`config.mk`:
```
export PLATFORM = sky130hd
export DESIGN_NAME = instr_encoder
export DESIGN_NICKNAME = d
export VERILOG_FILES = /design/src/rtl/mips_pkg.sv /design/src/rtl/instr_field_packer.sv /design/src/rtl/instr_encoder.sv
export SDC_FILE = /design/constraint.sdc
export NUM_CORES = 1
export LEC_CHECK = 0
export ABC_AREA = 1
export ABC_CLOCK_PERIOD_IN_PS = 4600
export CAP_MARGIN = 10
export CORE_UTILIZATION = 41
export CTS_BUF_LIST = sky130_fd_sc_hd__clkbuf_4 sky130_fd_sc_hd__clkbuf_8 sky130_fd_sc_hd__clkbuf_16
export DETAILED_ROUTE_END_ITERATION = 6
export GPL_ROUTABILITY_DRIVEN = 0
export PLACE_DENSITY = 0.77
export SLEW_MARGIN = 0
export SYNTH_ARGS = -nofsm -noshare
export SYNTH_HDL_FRONTEND = slang
export SYNTH_SLANG_ARGS = --single-unit
```
`constraint.sdc`:
```
create_clock -name CLK -period 4.6 [get_ports CLK]
set_input_delay 1.38 -clock CLK [delete_from_list [all_inputs] [get_ports CLK]]
set_output_delay 1.38 -clock CLK [all_outputs]
set_load 0.03 [all_outputs]
```
`src/rtl/mips_pkg.sv`:
```
// Shared MIPS encoding constants: opcodes and loader instruction classes.
// The main decoder and the program loader both import this package.
package mips_pkg;

    localparam logic [5:0] OP_LW    = 6'b100011;
    localparam logic [5:0] OP_SW    = 6'b101011;
    localparam logic [5:0] OP_RTYPE = 6'b000000;
    localparam logic [5:0] OP_ADDI  = 6'b001000;
    localparam logic [5:0] OP_BEQ   = 6'b000100;
    localparam logic [5:0] OP_J     = 6'b000010;

    typedef enum logic [2:0] {
        CLS_LW    = 3'd0,
        CLS_SW    = 3'd1,
        CLS_RTYPE = 3'd2,
        CLS_ADDI  = 3'd3,
        CLS_BEQ   = 3'd4,
        CLS_J     = 3'd5
    } instrClass_t;

endpackage

```
`src/rtl/instr_field_packer.sv`:
```
// Combinational packer: instruction class plus fields to a 32-bit MIPS word.
// Classes 6 and 7 produce a zero word with legal deasserted.
module instr_field_packer
    import mips_pkg::*;
(
    input  logic [2:0]  instrClass,
    input  logic [4:0]  rs,
    input  logic [4:0]  rt,
    input  logic [4:0]  rd,
    input  logic [4:0]  shamt,
    input  logic [5:0]  funct,
    input  logic [15:0] imm,
    input  logic [25:0] target,
    output logic [31:0] word,
    output logic        legal
);

    always_comb begin
        word  = '0;
        legal = 1'b1;
        case (instrClass)
            CLS_LW:    word = {OP_LW, rs, rt, imm};
            CLS_SW:    word = {OP_SW, rs, rt, imm};
            CLS_ADDI:  word = {OP_ADDI, rs, rt, imm};
            CLS_BEQ:   word = {OP_BEQ, rs, rt, imm};
            CLS_RTYPE: word = {OP_RTYPE, rs, rt, rd, shamt, funct};
            CLS_J:     word = {OP_J, target};
            default:   legal = 1'b0;
        endcase
    end

endmodule

```
`src/rtl/instr_encoder.sv`:
```
// Program loader: accepts instruction fields over valid/ready, packs them and
// writes the words to sequential instruction-memory addresses.
module instr_encoder
    import mips_pkg::*;
#(
    parameter int unsigned            ADDR_WIDTH = 8,
    parameter logic [ADDR_WIDTH-1:0]  BASE_ADDR  = '0
) (
    input  logic                  CLK,
    input  logic                  RST,
    input  logic                  Start,
    input  logic                  In_Valid,
    output logic                  In_Ready,
    input  logic [2:0]            In_Class,
    input  logic [4:0]            In_Rs,
    input  logic [4:0]            In_Rt,
    input  logic [4:0]            In_Rd,
    input  logic [4:0]            In_Shamt,
    input  logic [5:0]            In_Funct,
    input  logic [15:0]           In_Imm,
    input  logic [25:0]           In_Target,
    input  logic                  In_Last,
    output logic                  Mem_WrEn,
    output logic [ADDR_WIDTH-1:0] Mem_Addr,
    output logic [31:0]           Mem_WrData,
    input  logic                  Mem_Ready,
    output logic                  Busy,
    output logic                  Done,
    output logic                  Err,
    output logic [ADDR_WIDTH:0]   Count
);

    typedef enum logic [1:0] {StIdle, StAccept, StWrite, StDone} state_t;

    state_t                stateQ, stateD;
    logic [ADDR_WIDTH-1:0] ptrQ, ptrD;
    logic [ADDR_WIDTH:0]   countQ, countD;
    logic                  errQ, errD;
    logic                  lastQ, lastD;
    logic [31:0]           wordQ, wordD;

    logic [31:0] packedWord;
    logic        packedLegal;

    instr_field_packer u_packer (
        .instrClass (In_Class),
        .rs         (In_Rs),
        .rt         (In_Rt),
        .rd         (In_Rd),
        .shamt      (In_Shamt),
        .funct      (In_Funct),
        .imm        (In_Imm),
        .target     (In_Target),
        .word       (packedWord),
        .legal      (packedLegal)
    );

    always_comb begin
        stateD = stateQ;
        ptrD   = ptrQ;
        countD = countQ;
        errD   = errQ;
        lastD  = lastQ;
        wordD  = wordQ;
        case (stateQ)
            StIdle, StDone: begin
                if (Start) begin
                    stateD = StAccept;
                    ptrD   = BASE_ADDR;
                    countD = '0;
                    errD   = 1'b0;
                end
            end
            StAccept: begin
                if (In_Valid) begin
                    wordD = packedWord;
                    lastD = In_Last;
                    if (packedLegal) begin
                        stateD = StWrite;
                    end else begin
                        errD   = 1'b1;
                        stateD = In_Last ? StDone : StAccept;
                    end
                end
            end
            StWrite: begin
                if (Mem_Ready) begin
                    countD = countQ + 1'b1;
                    // Top address ends the session; the pointer is held, never wrapped.
                    if (&ptrQ) begin
                        stateD = StDone;
                        if (!lastQ) begin
                            errD = 1'b1;
                        end
                    end else begin
                        ptrD   = ptrQ + 1'b1;
                        stateD = lastQ ? StDone : StAccept;
                    end
                end
            end
            default: stateD = StIdle;
        endcase
    end

    always_ff @(posedge CLK) begin
        if (RST) begin
            stateQ <= StIdle;
            ptrQ   <= BASE_ADDR;
            countQ <= '0;
            errQ   <= 1'b0;
            lastQ  <= 1'b0;
            wordQ  <= '0;
        end else begin
            stateQ <= stateD;
            ptrQ   <= ptrD;
            countQ <= countD;
            errQ   <= errD;
            lastQ  <= lastD;
            wordQ  <= wordD;
        end
    end

    // Gating with RST abandons a pending write in the reset cycle itself.
    assign Mem_WrEn   = (stateQ == StWrite) && !RST;
    assign In_Ready   = (stateQ == StAccept);
    assign Busy       = (stateQ == StAccept) || (stateQ == StWrite);
    assign Done       = (stateQ == StDone);
    assign Err        = errQ;
    assign Count      = countQ;
    assign Mem_Addr   = ptrQ;
    assign Mem_WrData = wordQ;

endmodule

```
* After elaboration in Yosys (flattened, before gate mapping)
Index checks and enable logic that the tools add are counted.
** Storage, ports and cells
- Output and inout port bits :: 54
- Register bits after elaboration :: 53
- Logic and storage cells :: 61
- Input bits :: 77
** Cells by class
- Reductions and logical operators :: 14
- Muxes and demuxes :: 24
- Add/sub/neg operators :: 2
- Eq/ne operators :: 15
** Operators with widths (number)
- 32-bit case mux with 6 select lines :: 1
- 8-bit 2-to-1 mux :: 3
- 9-bit 2-to-1 mux :: 2
- 9-bit case mux with 2 select lines :: 1
- 8-bit case mux with 2 select lines :: 1
- 2-bit 2-to-1 mux :: 7
- 2-bit != test, second input constant :: 7
- 9-bit by 1-bit adder with 9-bit output, second input constant :: 1
- 8-bit by 1-bit adder with 8-bit output, second input constant :: 1
- 8-bit AND reduction :: 1
- 1-bit 2-to-1 mux :: 7
- 3-bit by 2-bit == test with 1-bit output, second input constant :: 2
- 3-bit == test, second input constant :: 2
- 2-bit case mux with 3 select lines :: 1
- 3-bit AND reduction :: 2
- 6-bit AND reduction :: 1
- 6-bit OR reduction :: 1
- 2-bit == test, second input constant :: 2
- 4-bit AND reduction :: 1
- 3-bit by 1-bit == test with 1-bit output, second input constant :: 1
- 3-bit logical NOT :: 1
- 1-bit case mux with 3 select lines :: 1
- 2-bit by 1-bit == test with 1-bit output, second input constant :: 1
- 2-bit logical NOT :: 1
- 6 further kinds :: 6

* Longest topological paths before layout
Gate-level depths: netlist of the first run.
- Depth after elaboration :: 6
- Mapped depth :: 10
- Gate-level depth less buffers :: 10

* Modules after synthesis
Synthesis of the first run repeated with hierarchy kept, for this count alone.
** Unflattened totals
- Cells, all modules :: 495
- Area, all modules :: 3138.0 um2
** By module, submodules not included
- instr_encoder :: cells each 313, area an instance 2288.4 um2, sequential area each 1061.0 um2, times used 1
- instr_field_packer :: cells each 182, area an instance 849.6 um2, sequential area each 0.0 um2, times used 1

* Least setup slack after synthesis of the first run
Ideal clock, no wire load.
- Path kind :: input -> output
- Start :: input RST
- End :: output Mem_WrEn
- Arrival :: 2.075 ns
- Stages on the path :: 3
- Path buffers :: 2
- Path slack :: 1.145 ns
- Required time :: 3.220 ns
- Cell sequence :: clkbuf_8 > buf_6 > nor2_1
** Between the ends
- Longest elaborated chain between the ends :: 2
** RTL lines
- from (decl) :: RTL line instr_encoder.sv:10 : input logic RST,
- 1-bit logical NOT :: RTL line instr_encoder.sv:124 : assign Mem_WrEn = (stateQ == StWrite) && !RST;
- 1-bit logical AND :: RTL line instr_encoder.sv:124
- to (decl) :: RTL line instr_encoder.sv:23 : output logic Mem_WrEn,
No other way between the ends.

* Final worst setup path of the first run
Ends and elaborated chain as after synthesis.

==> qor.csv, run 1 <==
stage,metric,value,unit
yosys,Synth top area share,0.354,
clocking,CTS Hold Bufs,0,
layout,most frequent cells in the layout,"nand2_1 (170), clkdlybuf4s50_1 (128), dfxtp_1 (51)",
global_route,largest net degree at the start of global routing,38,
place,dpl cell area,4110,um2
yosys,Mean Syn Cell Area,6.66,um2
drt,routed wire length,8.05,mm
place,hpwl dp,5.88,mm
layout,"commonest non-fill, non-tap cell in the layout",nand2_1,
setup_path,Worst setup EP type,output port,
setup_path,"slowest stage delay, CP",0.67,ns
layout,ANT cells,0,
floorplan,full die area,7370,um2
power,Peak VDD IR,0.000412,V
power,Clk pwr share,0.192,
yosys,cell count after synthesis,433,
clocking,cts repair resizes,0,
yosys,Synth cell types,31,
setup_path,"Max FO, Critical Path",2,
yosys,post-synthesis compound-gate area fraction,0.132,
floorplan,Chip Height,85.9,um
power,Pwr Density,356,nW/um2
timing,clk_skew,0.00457,ns
yosys,synth warn,0,
status,run status,"complete, no violations",
clocking,maximum clock path buffer count,2,
floorplan,row count,30,
drt,Final ANT Viol Nets,0,
power,NetSw,0.000612,W
drt,DRC Markers,0,
setup_path,"setup slack, reg-to-reg",2.41,ns
place,placed cell count,640,
floorplan,Initial Utilization,0.424,
drt,DR iter-0 viols,115,
timing,final hold vios,0,
timing,max-slew headroom at the worst pin,0.344,
drt,wire per inst,12.4,um
power,Reg power frac,0.347,
floorplan,die span in x,85.9,um
yosys,adder-cell share of the synthesized area,0.0217,
layout,FILL cells,650,
timing,worst setup margin,0.967,ns
floorplan,I/O pins,131,
setup_path,Worst EP arrival,2.25,ns
place,Setup WS pre-CTS,0.966,ns
clocking,Worst-Skew Late Latency,0.30,ns
clocking,CTS Buf Count,5,
yosys,Post-Syn Nets,515,
layout,Post-Layout Cell Count,648,
clocking,clock tree root driver cell,clkbuf_8,
yosys,XOR/XNOR Fraction of Synth Area,0,
setup_path,critical path type,input port to output port,
drt,DR vias,3140,
timing,Final period util,0.790,
clocking,Post CTS Setup Buffer Count,0,
global_route,first-pass GRT wire length,13.4,mm
global_route,Congestion Overflow GR,0,
power,cell-internal power,0.000885,W
timing,crit path time final,3.63,ns
floorplan,core box area,6790,um2
timing,worst slew pin tran,0.982,ns
power,Switching Share,0.409,
global_route,Tot GR Track Use,0.226,
clocking,CTS tree,built,
setup_path,Startpoint Class,input port,
clocking,clock-pin slew on the worst setup and hold paths,0.09,ns
timing,final setup TNS,0,ns
global_route,number of global-route vias before repair,2968,
layout,Layout area overhead,46.1,%
timing,final setup fails,0,
yosys,Post-Synth Simple-Gate Area,0.382,
yosys,main combinational cell family by area after synthesis,simple AND/OR/NAND/NOR gates,
yosys,"Seq/Total Area, Yosys",0.354,
yosys,Post-Syn Area,2880,um2
layout,Final #Nets,633,
clocking,htree depth,2,
global_route,antenna violations before repair,0,
power,Comb pwr share,0.461,
min_path,worst min-delay path class,flop to flop,
yosys,Yosys reg bits,51,
yosys,Synth area leader,dfxtp_1,
setup_path,ordered list of cells on the worst path,buf_2 -> nor2_1 -> clkdlybuf4s50_1,
timing,fmax,275,MHz
job,Max-Cap Viols,0,
power,Overall Power,0.00150,W
layout,post-route cell area,4210,um2
power,Leakage,1.64,nW
setup_path,CP max-delay cell,clkdlybuf4s50_1,
yosys,mux share of post-synthesis cell area,0,
place,port bufs,129,
layout,share of layout cells above drive strength 1,0.0634,
drt,via/cell ratio,4.85,
drt,First-pass DRT Iterations,4,
timing,Slew Limit Fails,0,
setup_path,CP required,3.22,ns
yosys,synth top area cells,"dfxtp_1 (35%), nand2_1 (22%), nand3_1 (6.1%)",
timing,RSZ-0062 raised after global routing,false,
clocking,CTS sink cnt,51,
-- layer usage --
layer,share of wire,vias to the layer above,track usage
met1,0.45,1404,0.274
met4,0.022,0,0.0742
met5,0,-,0
met2,0.45,97,0.384
met3,0.073,17,0.0674
li1,-,1622,-
-- critical path: cells and delay by family --
kind,cells,cell delay [ns]
buf+inv,2,0.77
simple gates,1,0.09
-- path summary, 6_finish.rpt --
check / startpoint / end / cells after the start
worst max-delay path: RST / Mem_WrEn / 3
worst min register to register: Mem_WrData[16]$_SDFFE_PP0P_ / Mem_WrData[16]$_SDFFE_PP0P_ / 2
worst min-delay path: Mem_WrData[16]$_SDFFE_PP0P_ / Mem_WrData[16]$_SDFFE_PP0P_ / 2
worst max register to register: stateQ[0]$_SDFFE_PP0P_ / Mem_WrData[27]$_SDFFE_PP0P_ / 8
-- layout make-up --
class / count / area, um2 / area share
Clock buffer: 8 / 104 / 0.0247
Timing Repair Buffer: 131 / 1300 / 0.309
Tap cell: 96 / 120 / 0.0285
Multi-Input combinational cell: 331 / 1550 / 0.368
Sequential cell: 51 / 1020 / 0.242
Inverter: 31 / 116 / 0.0276
-- sequential cells by signal, indices dropped and copies added, names as in the netlist --
name	count
lastQ	1
Mem_WrData	30
Mem_Addr	8
Count	9
Err	1
stateQ	2
-- per-stage QoR --
| stage | utilization | hold WS, ns |
|---|---|---|
| after floorplan | - | 0.454 |
| after global placement | 0.604 | 0.451 |
| final | 0.620 | 0.468 |
| after global routing | 0.620 | 0.489 |
| after CTS | 0.620 | 0.470 |
| after detailed placement | 0.604 | 0.457 |
-- power by group through the flow --
stage               combinational, W  clock, W  sequential [W]
CTS                         0.000692  0.000291        0.000520
floorplan                   0.000412         0        0.000596
finish                      0.000690  0.000287        0.000519
global placement            0.000683         0        0.000527
global route                0.000758  0.000310        0.000526
detailed placement          0.000689         0        0.000529
-- kinds of logic (layout without fill, tap and decap cells) --
kind of cell,after synthesis,in the layout
simple gates,259,259
compound gates,66,66
flops,51,51
buf+inv,51,170
fa+ha+maj,5,5
other cells,1,1
-- cell usage after synthesis --
cell,instances
o211a_1,1
buf_6,8
buf_2,1
nand4_1,7
nor3_4,1
buf_4,2
nand3_1,35
dfxtp_1,51
ha_1,5
nand2_2,3
dlygate4sd1_1,1
nor2_4,1
nor2_2,1
a21oi_2,8
o21ai_0,19
clkbuf_8,4
a31oi_2,1
conb_1,1
o21ai_2,2
nand2_1,170
a31oi_1,1
inv_2,3
nand4_4,1
dlymetal6s2s_1,1
nor2_1,34
a21oi_1,34
or2_2,1
clkbuf_1,3
nor3_1,3
inv_1,28
nand3_2,2
(Power assumes the default switching activity.)
==> inputs of run 2 (changes only) <==
- ABC_CLOCK_PERIOD_IN_PS: 4600 -> 3290
- CORE_UTILIZATION: 41 -> 38
- PLACE_DENSITY: 0.77 -> 0.75
- clock period: 4.6 -> 3.29 ns (I/O delays scaled with it)
==> qor.csv, run 2 (synthesis gave the netlist of run 1 again) <==
stage,metric,value,unit,change
status,run status,"complete, no violations",,
setup_path,Worst EP arrival,1.94,ns,-0.31 ns
setup_path,critical path type,flop to output port,,
layout,max reg flops,30,,unchanged
drt,wire per inst,12.3,um,-0.69%
setup_path,Critical R2R Capture,Count[5]$_SDFFE_PP0P_,,
timing,final setup TNS,0,ns,unchanged
timing,crit path time final,2.93,ns,
global_route,GRT met3 Usage,0.0508,,-0.0166
global_route,first-pass GRT wire length,12.7,mm,-5.4%
floorplan,row count,31,,+3.3%
clocking,CTS tree,built,,
setup_path,capture point of the worst path,Busy,,
layout,Final #Nets,635,,+0.32%
drt,Final ANT Viol Nets,0,,unchanged
floorplan,I/O pins,131,,unchanged
setup_path,worst flop-to-flop path startpoint,stateQ[0]$_SDFFE_PP0P_,,
clocking,maximum clock path buffer count,2,,unchanged
floorplan,die span in x,89.1,um,+3.8%
job,Max-Cap Viols,0,,unchanged
floorplan,Chip Height,89.1,um,+3.8%
setup_path,ordered list of cells on the worst path,inv_1 -> ha_1 -> inv_1 -> clkdlybuf4s50_1,,
clocking,Worst-Skew Late Latency,0.30,ns,about the same
setup_path,"setup slack, reg-to-reg",1.37,ns,-1.04 ns
setup_path,crit path launch,stateQ[0]$_SDFFE_PP0P_,,
timing,final hold vios,0,,unchanged
setup_path,CP required,2.30,ns,-0.92 ns
power,Pwr Density,494,nW/um2,+39%
floorplan,core box area,7290,um2,+7.3%
layout,"commonest non-fill, non-tap cell in the layout",nand2_1,,
clocking,CTS sink cnt,51,,unchanged
min_path,worst min-delay path class,flop to flop,,
global_route,Top Usage Layer GRT,met2,,
timing,fmax,341,MHz,
drt,DR iter-0 viols,153,,+33%
layout,FILL cells,718,,+10%
drt,DR vias,3102,,-1.2%
timing,Slew Limit Fails,0,,unchanged
setup_path,CP max-delay cell,clkdlybuf4s50_1,,
setup_path,CP Buf/Inv Count,3,,+1
clocking,Post CTS Setup Buffer Count,0,,unchanged
timing,clk_skew,0.00611,ns,+0.00154 ns
setup_path,"slowest stage delay, CP",0.70,ns,+0.03 ns
clocking,htree depth,2,,unchanged
setup_path,WP depth,4,,+1
timing,RSZ-0062 raised after global routing,false,,
layout,most frequent cells in the layout,"nand2_1 (170), clkdlybuf4s50_1 (128), dfxtp_1 (51)",,
clocking,clock tree root driver cell,clkbuf_8,,
timing,final setup fails,0,,unchanged
setup_path,cell family with the largest share of critical-path delay,buffers and inverters,,
timing,worst slew pin tran,0.735,ns,-0.247 ns
drt,routed wire length,8.06,mm,about the same
drt,First-pass DRT Iterations,4,,unchanged
global_route,Tot GR Track Use,0.205,,-0.0214
setup_path,"Max FO, Critical Path",4,,+2
clocking,CTS Buf Count,5,,unchanged
place,hpwl dp,5.97,mm,+1.5%
floorplan,full die area,7940,um2,+7.7%
global_route,GRT met1 Usage,0.248,,-0.0260
timing,max-slew headroom at the worst pin,0.510,,+0.166
power,Leakage,1.64,nW,+0.19%
global_route,largest net degree at the start of global routing,38,,unchanged
layout,ANT cells,0,,unchanged
clocking,CTS Hold Bufs,0,,unchanged
clocking,cts repair resizes,0,,unchanged
drt,via/cell ratio,4.75,,-2.0%
min_path,cell depth of the worst hold path,2,,unchanged
place,port bufs,129,,unchanged
setup_path,Startpoint Class,flop,,
setup_path,R2R depth,10,,+2
floorplan,Initial Utilization,0.395,,-0.0290
clocking,clock-pin slew on the worst setup and hold paths,0.09,ns,about the same
place,Setup WS pre-CTS,0.440,ns,-0.526 ns
layout,share of layout cells above drive strength 1,0.0668,,+0.00338
setup_path,Worst setup EP type,output port,,
drt,DRC Markers,0,,unchanged
global_route,number of global-route vias before repair,2762,,-6.9%
setup_path,most frequent CP cell,inv_1,,
layout,Layout area overhead,46.5,%,
power,Peak VDD IR,0.000274,V,-34%
global_route,antenna violations before repair,0,,unchanged
timing,Final period util,0.891,,
timing,worst setup margin,0.359,ns,-0.608 ns
global_route,Congestion Overflow GR,0,,unchanged
global_route,M2 GR Usage,0.359,,-0.0245
-- run 2: per-layer routing --
layer  wire length [um]  vias to the layer above
met5                  0                        -
met4                113                        0
met3                528                        8
met2               3930                       82
met1               3490                     1386
li1                   -                     1626
-- run 2: worst reg2reg max path, cell delays in order, from the launching register on --
cell and delay [ns]:
dfxtp_1 0.40, inv_1 0.07, ha_1 0.34, nand2_1 0.14
o21ai_2 0.10, nor2_4 0.33, nand2_1 0.15, nor2_1 0.15
nand2_1 0.06, nand2_1 0.06, nor2_1 0.04
-- run 2: worst min path at each step --
stage	from	to	slack, ns
final	Mem_WrData[20]$_SDFFE_PP0P_	Mem_WrData[20]$_SDFFE_PP0P_	0.47
after global routing	Mem_WrData[9]$_SDFFE_PP0P_	Mem_WrData[9]$_SDFFE_PP0P_	0.49
after CTS	Mem_WrData[5]$_SDFFE_PP0P_	Mem_WrData[5]$_SDFFE_PP0P_	0.47
after detailed placement	Mem_WrData[5]$_SDFFE_PP0P_	Mem_WrData[5]$_SDFFE_PP0P_	0.46
after global placement	Mem_WrData[20]$_SDFFE_PP0P_	Mem_WrData[20]$_SDFFE_PP0P_	0.45
after floorplan	lastQ$_SDFFE_PP0P_	lastQ$_SDFFE_PP0P_	0.45
-- run 2: cell type report --
cell class,count,area (um2),area share
multi-input cells,331,1550,0.366
well taps,99,124,0.0293
clock buffers,6,82.6,0.0195
flip-flops and latches,51,1020,0.242
inverters,31,116,0.0275
repair buffers,133,1320,0.312
clock inverters,2,16.3,0.00385
-- run 2: power breakdown --
group	total [W]	internal, W	switching [W]
logic	0.000973	0.000361	0.000613
registers	0.000728	0.000684	0.0000441
clock network	0.000385	0.000172	0.000213
-- run 2: per-stage QoR --
step           hold slack, ns  cells  instance area [um2]   util  total power, W
4_1_cts                 0.470    653                 4220  0.579         0.00211
2_1_floorplan           0.454    433                 2880      -         0.00141
5_1_grt                 0.492    653                 4220  0.579         0.00223
6_report                0.468    653                 4220  0.579         0.00209
3_5_place_dp            0.456    645                 4130  0.566         0.00172
3_3_place_gp            0.451    645                 4130  0.566         0.00170
==> inputs of run 3 (changes only) <==
- HOLD_SLACK_MARGIN: not set -> 0.08
==> results of run 3 <==
No change in the layout: final DEF, timing and power equal those of run 2.
